[config.mk]
export PLATFORM = sky130hd
export DESIGN_NAME = dtim_arbiter
export DESIGN_NICKNAME = d
export VERILOG_FILES = /design/src/rtl/dtim_arbiter.sv
export SDC_FILE = /design/constraint.sdc
export NUM_CORES = 1
export LEC_CHECK = 0
export CORE_AREA = 8 8 115 117
export CTS_CLUSTER_SIZE = 30
export DETAILED_ROUTE_END_ITERATION = 6
export DIE_AREA = 0 0 123 125
export HOLD_SLACK_MARGIN = 0.03
export SLEW_MARGIN = 5
export SYNTH_ARGS = -nofsm -noshare
export SYNTH_HDL_FRONTEND = slang
export SYNTH_SLANG_ARGS = --single-unit
[constraint.sdc]
create_clock -name clk -period 5 [get_ports clk]
set_input_delay 0.75 -clock clk [delete_from_list [all_inputs] [get_ports clk]]
set_output_delay 0.75 -clock clk [all_outputs]
set_load 0.01 [all_outputs]
[src/rtl/dtim_arbiter.sv]
// rtl/dtim_arbiter.sv - two-master round-robin arbiter with bounded burst locking for the DTIM data port
//
// Purpose: grants at most one DTIM beat per cycle to master 0 (BIU data path)
// or master 1 (debug loader / DMA). Grants are combinational from the request
// inputs and the registered arbitration state. Read data returns one cycle
// after grant to the master that issued the read.
//
// Ports:
//   clk, rst                 clock, asynchronous active-high reset
//   mX_req/addr/wmask/wdata  master X beat request (wmask==0 is a read)
//   mX_lock                  master X wants to keep ownership for its next beat
//   mX_gnt                   master X beat accepted this cycle
//   mX_rvalid/rdata          master X read data return
//   s_valid/addr/wmask/wdata DTIM access strobe and command
//   s_rdata                  DTIM read data, valid the cycle after s_valid
//   owner                    current/last owner, for debug

module dtim_arbiter #(
    parameter int MAX_BURST = 4,
    parameter int ADDR_W    = 32
) (
    input  logic              clk,
    input  logic              rst,
    input  logic              m0_req,
    input  logic [ADDR_W-1:0] m0_addr,
    input  logic [3:0]        m0_wmask,
    input  logic [31:0]       m0_wdata,
    input  logic              m0_lock,
    output logic              m0_gnt,
    output logic              m0_rvalid,
    output logic [31:0]       m0_rdata,
    input  logic              m1_req,
    input  logic [ADDR_W-1:0] m1_addr,
    input  logic [3:0]        m1_wmask,
    input  logic [31:0]       m1_wdata,
    input  logic              m1_lock,
    output logic              m1_gnt,
    output logic              m1_rvalid,
    output logic [31:0]       m1_rdata,
    output logic              s_valid,
    output logic [ADDR_W-1:0] s_addr,
    output logic [3:0]        s_wmask,
    output logic [31:0]       s_wdata,
    input  logic [31:0]       s_rdata,
    output logic              owner
);

    localparam logic [3:0] MAX_C = 4'(MAX_BURST);

    typedef enum logic {
        IDLE = 1'b0,
        BUSY = 1'b1
    } state_t;

    state_t     state_q, state_d;
    logic       owner_q, owner_d;
    logic [3:0] burst_cnt_q, burst_cnt_d;
    logic       rd_pend_q, rd_pend_d;
    logic       rd_who_q, rd_who_d;

    logic       gnt_any;
    logic       gnt_who;
    logic       own_req, own_lock, oth_req;
    logic       sel;

    // Requests seen from the point of view of the current owner.
    assign own_req  = owner_q ? m1_req  : m0_req;
    assign own_lock = owner_q ? m1_lock : m0_lock;
    assign oth_req  = owner_q ? m0_req  : m1_req;

    always_ff @(posedge clk or posedge rst) begin
        if (rst) begin
            state_q     <= IDLE;
            owner_q     <= 1'b1;   // so master 0 wins the first tie
            burst_cnt_q <= 4'd0;
            rd_pend_q   <= 1'b0;
            rd_who_q    <= 1'b0;
        end else begin
            state_q     <= state_d;
            owner_q     <= owner_d;
            burst_cnt_q <= burst_cnt_d;
            rd_pend_q   <= rd_pend_d;
            rd_who_q    <= rd_who_d;
        end
    end

    always_comb begin
        state_d     = state_q;
        owner_d     = owner_q;
        burst_cnt_d = burst_cnt_q;
        gnt_any     = 1'b0;
        gnt_who     = owner_q;
        case (state_q)
            IDLE: begin
                if (m0_req | m1_req) begin
                    gnt_any     = 1'b1;
                    // On a tie the non-owner wins; otherwise the lone requester.
                    gnt_who     = (m0_req & m1_req) ? ~owner_q : m1_req;
                    owner_d     = gnt_who;
                    burst_cnt_d = 4'd1;
                    state_d     = BUSY;
                end
            end
            BUSY: begin
                if (own_req & own_lock & (burst_cnt_q < MAX_C)) begin
                    gnt_any     = 1'b1;
                    gnt_who     = owner_q;
                    burst_cnt_d = burst_cnt_q + 4'd1;
                end else if (oth_req) begin
                    gnt_any     = 1'b1;
                    gnt_who     = ~owner_q;
                    owner_d     = ~owner_q;
                    burst_cnt_d = 4'd1;
                end else if (own_req) begin
                    // Uncontended: keep granting, the burst limit only bites
                    // when the other master is waiting.
                    gnt_any     = 1'b1;
                    gnt_who     = owner_q;
                    burst_cnt_d = (burst_cnt_q < MAX_C) ? burst_cnt_q + 4'd1 : MAX_C;
                end else begin
                    state_d = IDLE;
                end
            end
            default: state_d = IDLE;
        endcase
    end

    assign m0_gnt  = gnt_any & ~gnt_who & ~rst;
    assign m1_gnt  = gnt_any &  gnt_who & ~rst;
    assign s_valid = m0_gnt | m1_gnt;

    // Without a grant the command bus parks on the current owner.
    assign sel     = gnt_any ? gnt_who : owner_q;
    assign s_addr  = sel ? m1_addr  : m0_addr;
    assign s_wmask = sel ? m1_wmask : m0_wmask;
    assign s_wdata = sel ? m1_wdata : m0_wdata;

    assign rd_pend_d = s_valid & (s_wmask == 4'd0);
    assign rd_who_d  = m1_gnt;

    assign m0_rvalid = rd_pend_q & ~rd_who_q;
    assign m1_rvalid = rd_pend_q &  rd_who_q;
    assign m0_rdata  = s_rdata;
    assign m1_rdata  = s_rdata;

    assign owner = owner_q;

endmodule

# Word level (Yosys, flattened, before mapping)
# Cells that the tools add are included.
# word_totals
ff_bits	8
input_bits	174
output_inout_bits	138
elab_cells	51
# classes
add_sub_neg	1
n_lt_le_gt_ge	1
eq_ne	2
muxes	23
n_bitwise	17
n_reduce_logical	2
# op_table
operator	n
32-bit 2-to-1 mux	2
4-bit 2-to-1 mux	6
1-bit 2-to-1 mux	12
1-bit AND	10
4-bit one-hot mux with 2 select lines	1
1-bit NOT	5
4-bit by 1-bit adder with 4-bit output, second input constant	1
4-bit zero test	1
4-bit by 3-bit < comparator with 1-bit output, second input constant	1
4-bit by 1-bit != test with 1-bit output, second input constant	1
1-bit one-hot mux with 2 select lines	2
2-bit != test, second input constant	1
1-bit OR	2
2-bit AND reduction	1

# Logic depth before layout (Yosys ltp)
# Gate-level depths: netlist (run 1).
# depth
depth_word	10
depth_mapped	5

# Least setup slack after synthesis (run 1)
# OpenSTA, ideal clock, no wires.
# synth_path
path_type	input-to-output
start	input m0_lock
end	output s_wdata[4]
arrival_ns	1.889
setup_slack_ns	2.361
stages	4
path_cell_list	and4bb_2 o221ai_4 buf_4 mux2_1
# synth_via
elab_chain_len	7
word_cells_on_any_way	9
cone_classes	mux (7); bitwise (2)
# synth_lines
element	line_no	rtl
start: declaration	28	input logic m0_lock,
1-bit 2-to-1 mux (*)	68	assign own_lock = owner_q ? m1_lock : m0_lock;
1-bit AND (*) (2 in series)	105	if (own_req & own_lock & (burst_cnt_q < MAX_C)) begin
1-bit 2-to-1 mux	105	
1-bit one-hot mux with 2 select lines	93	case (state_q)
1-bit 2-to-1 mux (*)	133	assign sel = gnt_any ? gnt_who : owner_q;
32-bit 2-to-1 mux (*)	136	assign s_wdata = sel ? m1_wdata : m0_wdata;
end: declaration	43	output logic [31:0] s_wdata,
# Mark *: on every way between the ends. The rest lies on a longest branch, timed or not.

# Worst setup path after layout (run 1)
# layout_path
start	input m1_req
end	output s_addr[6]
# layout_via
elab_chain_len	7
word_cells_on_any_way	18
cone_classes	mux (14); bitwise (4)
# layout_lines
element	line_no	rtl
start: declaration	32	input logic m1_req,
1-bit 2-to-1 mux	67	assign own_req = owner_q ? m1_req : m0_req;
1-bit AND / 1-bit 2-to-1 mux (equally long branches)	105, 114	
1-bit AND / 1-bit 2-to-1 mux (equally long branches)	105, 109	
1-bit 2-to-1 mux	105	
1-bit one-hot mux with 2 select lines	93	
1-bit 2-to-1 mux (*)	133	
32-bit 2-to-1 mux (*)	134	assign s_addr = sel ? m1_addr : m0_addr;
end: declaration	41	output logic [ADDR_W-1:0] s_addr,
# Marked as above.

==> results of run 1 <==
==> synth_stat cells, types with 2 or more instances <==
library cell  count  share of area
nor4_1            2         0.0070
inv_1             2         0.0042
nor3b_1           2         0.0084
nor2_1            5          0.010
buf_6             5          0.031
nand2_1           4         0.0084
and2_1            3          0.010
buf_4            66           0.28
nand3_1           2         0.0056
dfrtp_1           7          0.098
o22ai_1           2         0.0070
mux2_1            6          0.038
mux2_2           62           0.39
a22o_1            2         0.0098
==> cells by family (layout without fill, tap and decap cells) <==
group                      after synthesis  after routing  share of synthesized area
DFF                                      8              8                     0.1122
adders and majority gates                1              1                   0.006968
and+or+nand+nor                         25             25                    0.08432
muxes                                   69             69                     0.4321
buffers and inverters                   73            222                     0.3115
AOI/OAI and AO/OA                       10             10                    0.05297
==> flip-flops by register name, summed over array words and instances, names as in the netlist <==
signal       count
burst_cnt_q      4
owner            1
rd_pend_q        1
rd_who_q         1
state_q          1
==> layout make-up <==
class / instances / area, um2 / area share
Multi-Input combinational cell: 105 / 1035 / 0.2813
Clock buffer: 4 / 78.83 / 0.02143
Tap cell: 147 / 183.9 / 0.05000
Inverter: 2 / 7.507 / 0.002041
Timing Repair Buffer: 216 / 2172 / 0.5905
Sequential cell: 8 / 201.4 / 0.05476
==> worst paths after layout <==
check	to	cells after the start
setup reg to reg	rd_pend_q$_DFF_PP0_	5
hold / removal	burst_cnt_q[1]$_DFFE_PP0P_	1
setup / recovery	s_addr[6]	6
hold reg to reg	burst_cnt_q[1]$_DFFE_PP0P_	1
max in group asynchronous	owner$_DFF_PP1_	2
min in group asynchronous	burst_cnt_q[2]$_DFFE_PP0P_	2
==> layer usage <==
metal / routed length, um / GRT usage
met1: 3225 / 0.1184
met2: 4477 / 0.1878
met3: 712 / 0.03735
met4: 240 / 0.03614
met5: 0 / 0
==> critical path, delay by kind of cell <==
kind | cells | cell delay [ns]
AND/OR/NAND/NOR | 1 | 0.22
multiplexers | 1 | 0.38
buffers and inverters | 3 | 1.41
AO/OA/AOI/OAI | 1 | 0.49
==> stage by stage <==
step           utilization  setup WS [ns]  area (um2)  std cells
2_1_floorplan            -          2.361        1795        186
3_3_place_gp        0.3100         0.9571        3600        478
3_5_place_dp        0.3100         0.8987        3600        478
4_1_cts             0.3168         0.8933        3679        482
5_1_grt             0.3168         0.7748        3679        482
6_report            0.3168         0.9200        3679        482
==> power groups by stage <==
| stage | clock [W] | sequential [W] | combinational (W) |
|---|---|---|---|
| after floorplan | 0 | 0.0000885 | 0.000301 |
| after global placement | 0 | 0.0000908 | 0.000546 |
| after detailed placement | 0 | 0.0000908 | 0.000549 |
| after CTS | 0.000139 | 0.0000908 | 0.000553 |
| after global routing | 0.000145 | 0.0000932 | 0.000578 |
| final | 0.000137 | 0.0000909 | 0.000544 |
==> flow_metrics.tcl, run 1 <==
set metrics [dict create \
    fmax_mhz 245.1 \
    rows 40 \
    hold_viol_final 0 \
    min_path_type "register to register" \
    clkPwrFrac 0.177 \
    core_area_um2 11610 \
    required_ns 4.25 \
    worst_pin_slew_ns 0.5524 \
    r2r_slack_ns 2.85 \
    clock_path_buffers 2 \
    switching_share 0.3057 \
    hold_slack_ns 0.5216 \
    power.leakage_nw 1.361 \
    yosysWarningCount 0 \
    ys_seq_elements 8 \
    postSynthAreaPerCell_um2 9.653 \
    p_per_area_nw_per_um2 209.7 \
    rsz0062_at_grt "no" \
    holdCritStartpoint "burst_cnt_q[1]$_DFFE_PP0P_" \
    antennaDiodeCount 0 \
    tritoncts "built" \
    grt-ovfl-total 0 \
    total_power_w 0.0007713 \
    final_cell_mix "clkdlybuf4s50_1 (215), mux2_2 (62), dfrtp_1 (7), mux2_1 (6), nor2_1 (5)" \
    drv_slew 0 \
    power.switching_w 0.0002358 \
    async_reset_ff_frac 1.000 \
    drive_above_1_share 0.2119 \
    cp_slowest_cell "clkdlybuf4s50_1" \
    initial_core_util 0.1546 \
    path_max_fanout 61 \
    cp-end-kind "output port" \
    vdd_ir_drop_max_mv 0.2253 \
    drc 0 \
    critPathLaunchType "primary input" \
    cts.sinks 8 \
    maxSlewHeadroom 0.6304 \
    routabilityCongestion 0.7439 \
    num_vias 1847 \
    worst-setup-path-type "primary input to output port" \
    wl_um 8656 \
    grt_pass1_vias 2165 \
    pin_count 312 \
    period_needed_ns 4.080 \
    nets 511 \
    die_width_um 123 \
    comb_power_share 0.705 \
    status "finished, final reports clean" \
    reg2reg_from "burst_cnt_q[2]$_DFFE_PP0P_" \
    via_per_inst 3.832 \
    synth-seq-area-share 0.1122 \
    cts_buffers 3 \
    setup_viol 0 \
    intPower_w 0.0005356 \
    setup_tns_ns 0 \
    drt_iter0_markers 80 \
    clk-insertion-delay-late_ns 0.23 \
    drt-wirelength-per-cell_um 17.96 \
    cap_viol_max_count 0 \
    post_cts_buffers 0 \
    synth_nets 361 \
    grt_max_degree 62 \
    syn2layout_area_growth_pct 104.9 \
    slowest_delay_ns 0.55 \
    crit_arrival_ns 3.33 \
    cts_resized 0 \
    worst_clock_skew_ns 0.003639 \
    grt_usage 0.1079 \
    mostFrequentLayoutCell "clkdlybuf4s50_1" \
    ys.flop_type "dfrtp_1" \
    fin_crit_sh 0.8160 \
    die_area_um2 15380 \
    cts-hold-fix-buffers 0 \
    synthCells 186 \
    drt-pass1-iter-count 4 \
    grt_pass1_wl_um 13110 \
    syn_area_um2 1795 \
    dpl.hpwl_um 7637 \
    crit_path_frequent_cell "clkdlybuf4s50_1" \
    crit_chain "clkdlybuf4s50_1, nand3_1, o221ai_4, buf_12, mux2_1, clkdlybuf4s50_1" \
    clockRootBuffer "clkbuf_16" \
    synthDistinctLibCells 30 \
    die_h_um 125 \
    htreeDepth 1 \
    antenna_found_initial 0 \
    synth_edf_count 0 \
    path_clk_slew_ns 0.04 \
    numPortBuffers 215 \
    fill_cells 1215 \
    drtAntennaViolNets 0 \
    startpoint "m1_req" \
    p_seq_frac 0.118 \
]
Note: power is estimated with default switching activity, not from simulation.
==> run 2, diff against run 1 <==
--- a/config.mk
+++ b/config.mk
@@ -5,11 +5,12 @@
 export SDC_FILE = /design/constraint.sdc
 export NUM_CORES = 1
 export LEC_CHECK = 0
-export CORE_AREA = 8 8 115 117
+export CORE_AREA = 8 8 116 118
 export CTS_CLUSTER_SIZE = 30
 export DETAILED_ROUTE_END_ITERATION = 6
-export DIE_AREA = 0 0 123 125
+export DIE_AREA = 0 0 124 126
 export HOLD_SLACK_MARGIN = 0.03
+export PLACE_DENSITY = 0.65
 export SLEW_MARGIN = 5
 export SYNTH_ARGS = -nofsm -noshare
 export SYNTH_HDL_FRONTEND = slang
==> constraint.sdc (replaced) <==
create_clock -name clk -period 3.7 [get_ports clk]
set_input_delay 0.555 -clock clk [delete_from_list [all_inputs] [get_ports clk]]
set_output_delay 0.555 -clock clk [all_outputs]
set_load 0.01 [all_outputs]
==> run 2 against run 1 <==
  * Sequential share of layout area is essentially flat
  * Combinational power grew 39%
  * Critical path depth is the same
  * Utilization shrank 0.10 points
  * Cell count grew 0.21%
  * Critical endpoint is now s_addr[17]
==> flow_metrics.tcl, run 2 (synthesis gave the netlist of run 1 again) <==
set metrics [dict create \
    dpl.hpwl_um 8691 \
    syn2layout_area_growth_pct 106.0 \
    power.leakage_nw 1.371 \
    crit_chain "clkdlybuf4s50_1, nand3_1, o221ai_4, buf_12, mux2_2, clkdlybuf4s50_1" \
    rows 40 \
    min_to "burst_cnt_q[1]$_DFFE_PP0P_" \
    hold_viol_final 0 \
    r2r_slack_ns 1.86 \
    crit_arrival_ns 2.87 \
    drtAntennaViolNets 0 \
    path_clk_slew_ns 0.04 \
    cts_resized 0 \
    critPathLaunchType "primary input" \
    pin_count 312 \
    p_per_area_nw_per_um2 286.9 \
    htreeDepth 1 \
    r2r-end "rd_pend_q$_DFF_PP0_" \
    crit_path_frequent_cell "clkdlybuf4s50_1" \
    fin_area_um2 3699 \
    rsz0062_at_grt "no" \
    crit_buf_inv 3 \
    grt_pass1_vias 2157 \
    tritoncts "built" \
    status "finished, final reports clean" \
    min_path_type "register to register" \
    numPortBuffers 215 \
    via_per_inst 4.041 \
    drive_above_1_share 0.2143 \
    wl_um 9712 \
    setup_tns_ns 0 \
    fin_crit_sh 0.9264 \
    fmax_mhz 291.8 \
    final_cells 483 \
    required_ns 3.14 \
    die_width_um 124 \
    cp_top_family "buffers and inverters" \
    drt-wirelength-per-cell_um 20.11 \
    place_area_um2 3620 \
    final_cell_mix "clkdlybuf4s50_1 (215), mux2_2 (62), dfrtp_1 (7), mux2_1 (6), nor2_1 (5)" \
    slowest_delay_ns 0.58 \
    grt_pass1_wl_um 13660 \
    drv_slew 0 \
    hold_depth 1 \
    r2r_cells 5 \
    antennaDiodeCount 0 \
    vdd_ir_drop_max_mv 0.2430 \
    total_power_w 0.001061 \
    worst_pin_slew_ns 0.5293 \
    clk-insertion-delay-late_ns 0.23 \
    nets 512 \
    cts-hold-fix-buffers 0 \
    drt-pass1-iter-count 4 \
    largest_register "burst_cnt_q" \
    maxSlewHeadroom 0.6458 \
    grt_max_degree 40 \
    drt_iter0_markers 61 \
    post_cts_buffers 0 \
    fin_util 0.3158 \
    path_max_fanout 39 \
    cp_slowest_cell "clkdlybuf4s50_1" \
    initial_core_util 0.1533 \
    cp.depth 6 \
    worst-setup-path-type "primary input to output port" \
    mostFrequentLayoutCell "clkdlybuf4s50_1" \
    grt_usage 0.1141 \
    holdCritStartpoint "burst_cnt_q[1]$_DFFE_PP0P_" \
    clockRootBuffer "clkbuf_16" \
    largest_register_ffs 4 \
    cts_buffers 3 \
    num_vias 1952 \
    cts.sinks 8 \
    worst_clock_skew_ns 0.003044 \
    drc 0 \
    period_needed_ns 3.428 \
    dpl.cell_count 479 \
    reg2reg_from "state_q$_DFF_PP0_" \
    die_area_um2 15620 \
    antenna_found_initial 0 \
    grt-ovfl-total 0 \
    clock_path_buffers 2 \
    die_h_um 126 \
    setup_viol 0 \
    routabilityCongestion 0.8326 \
    core_area_um2 11710 \
    cap_viol_max_count 0 \
    cp-end-kind "output port" \
]
==> run 2: power breakdown <==
| group | internal (W) | total, W | switching, W |
|---|---|---|---|
| Combinational | 0.000482 | 0.000754 | 0.000272 |
| Sequential | 0.000106 | 0.000123 | 0.0000169 |
| Clock | 0.000143 | 0.000185 | 0.0000412 |
| Total | 0.000731 | 0.00106 | 0.000330 |
==> run 2: how the worst max path moves through the flow <==
stage	slack, ns	from	to
after floorplan	1.43	owner$_DFF_PP1_	s_wdata[4]
after global placement	0.29	m1_req	s_addr[17]
after detailed placement	0.27	m1_req	s_addr[17]
after CTS	0.26	m1_req	s_addr[17]
after global routing	0.20	m1_req	s_addr[17]
final	0.27	m1_req	s_addr[17]
==> run 2: layer usage <==
layer | vias to the layer above | global-route usage | share of wire
met5 | - | 0 | 0
met4 | 0 | 0.02311 | 0.015
met3 | 15 | 0.05094 | 0.14
met2 | 167 | 0.1871 | 0.47
met1 | 877 | 0.1335 | 0.37
li1 | 893 | - | -
==> run 2: area by class of cell <==
cell class,instances,area [um2]
inverters,2,7.507
multi-input cells,105,1035
flip-flops and latches,8,201.4
well taps,147,183.9
repair buffers,217,2192
fillers,1216,8013
clock buffers,4,78.83
==> run 2: metrics by stage <==
step / hold slack (ns) / setup slack, ns
final: 0.5069 / 0.2725
after global routing: 0.5520 / 0.1962
after CTS: 0.5117 / 0.2591
after detailed placement: 0.5036 / 0.2685
after global placement: 0.4990 / 0.2870
after floorplan: 0.3699 / 1.428
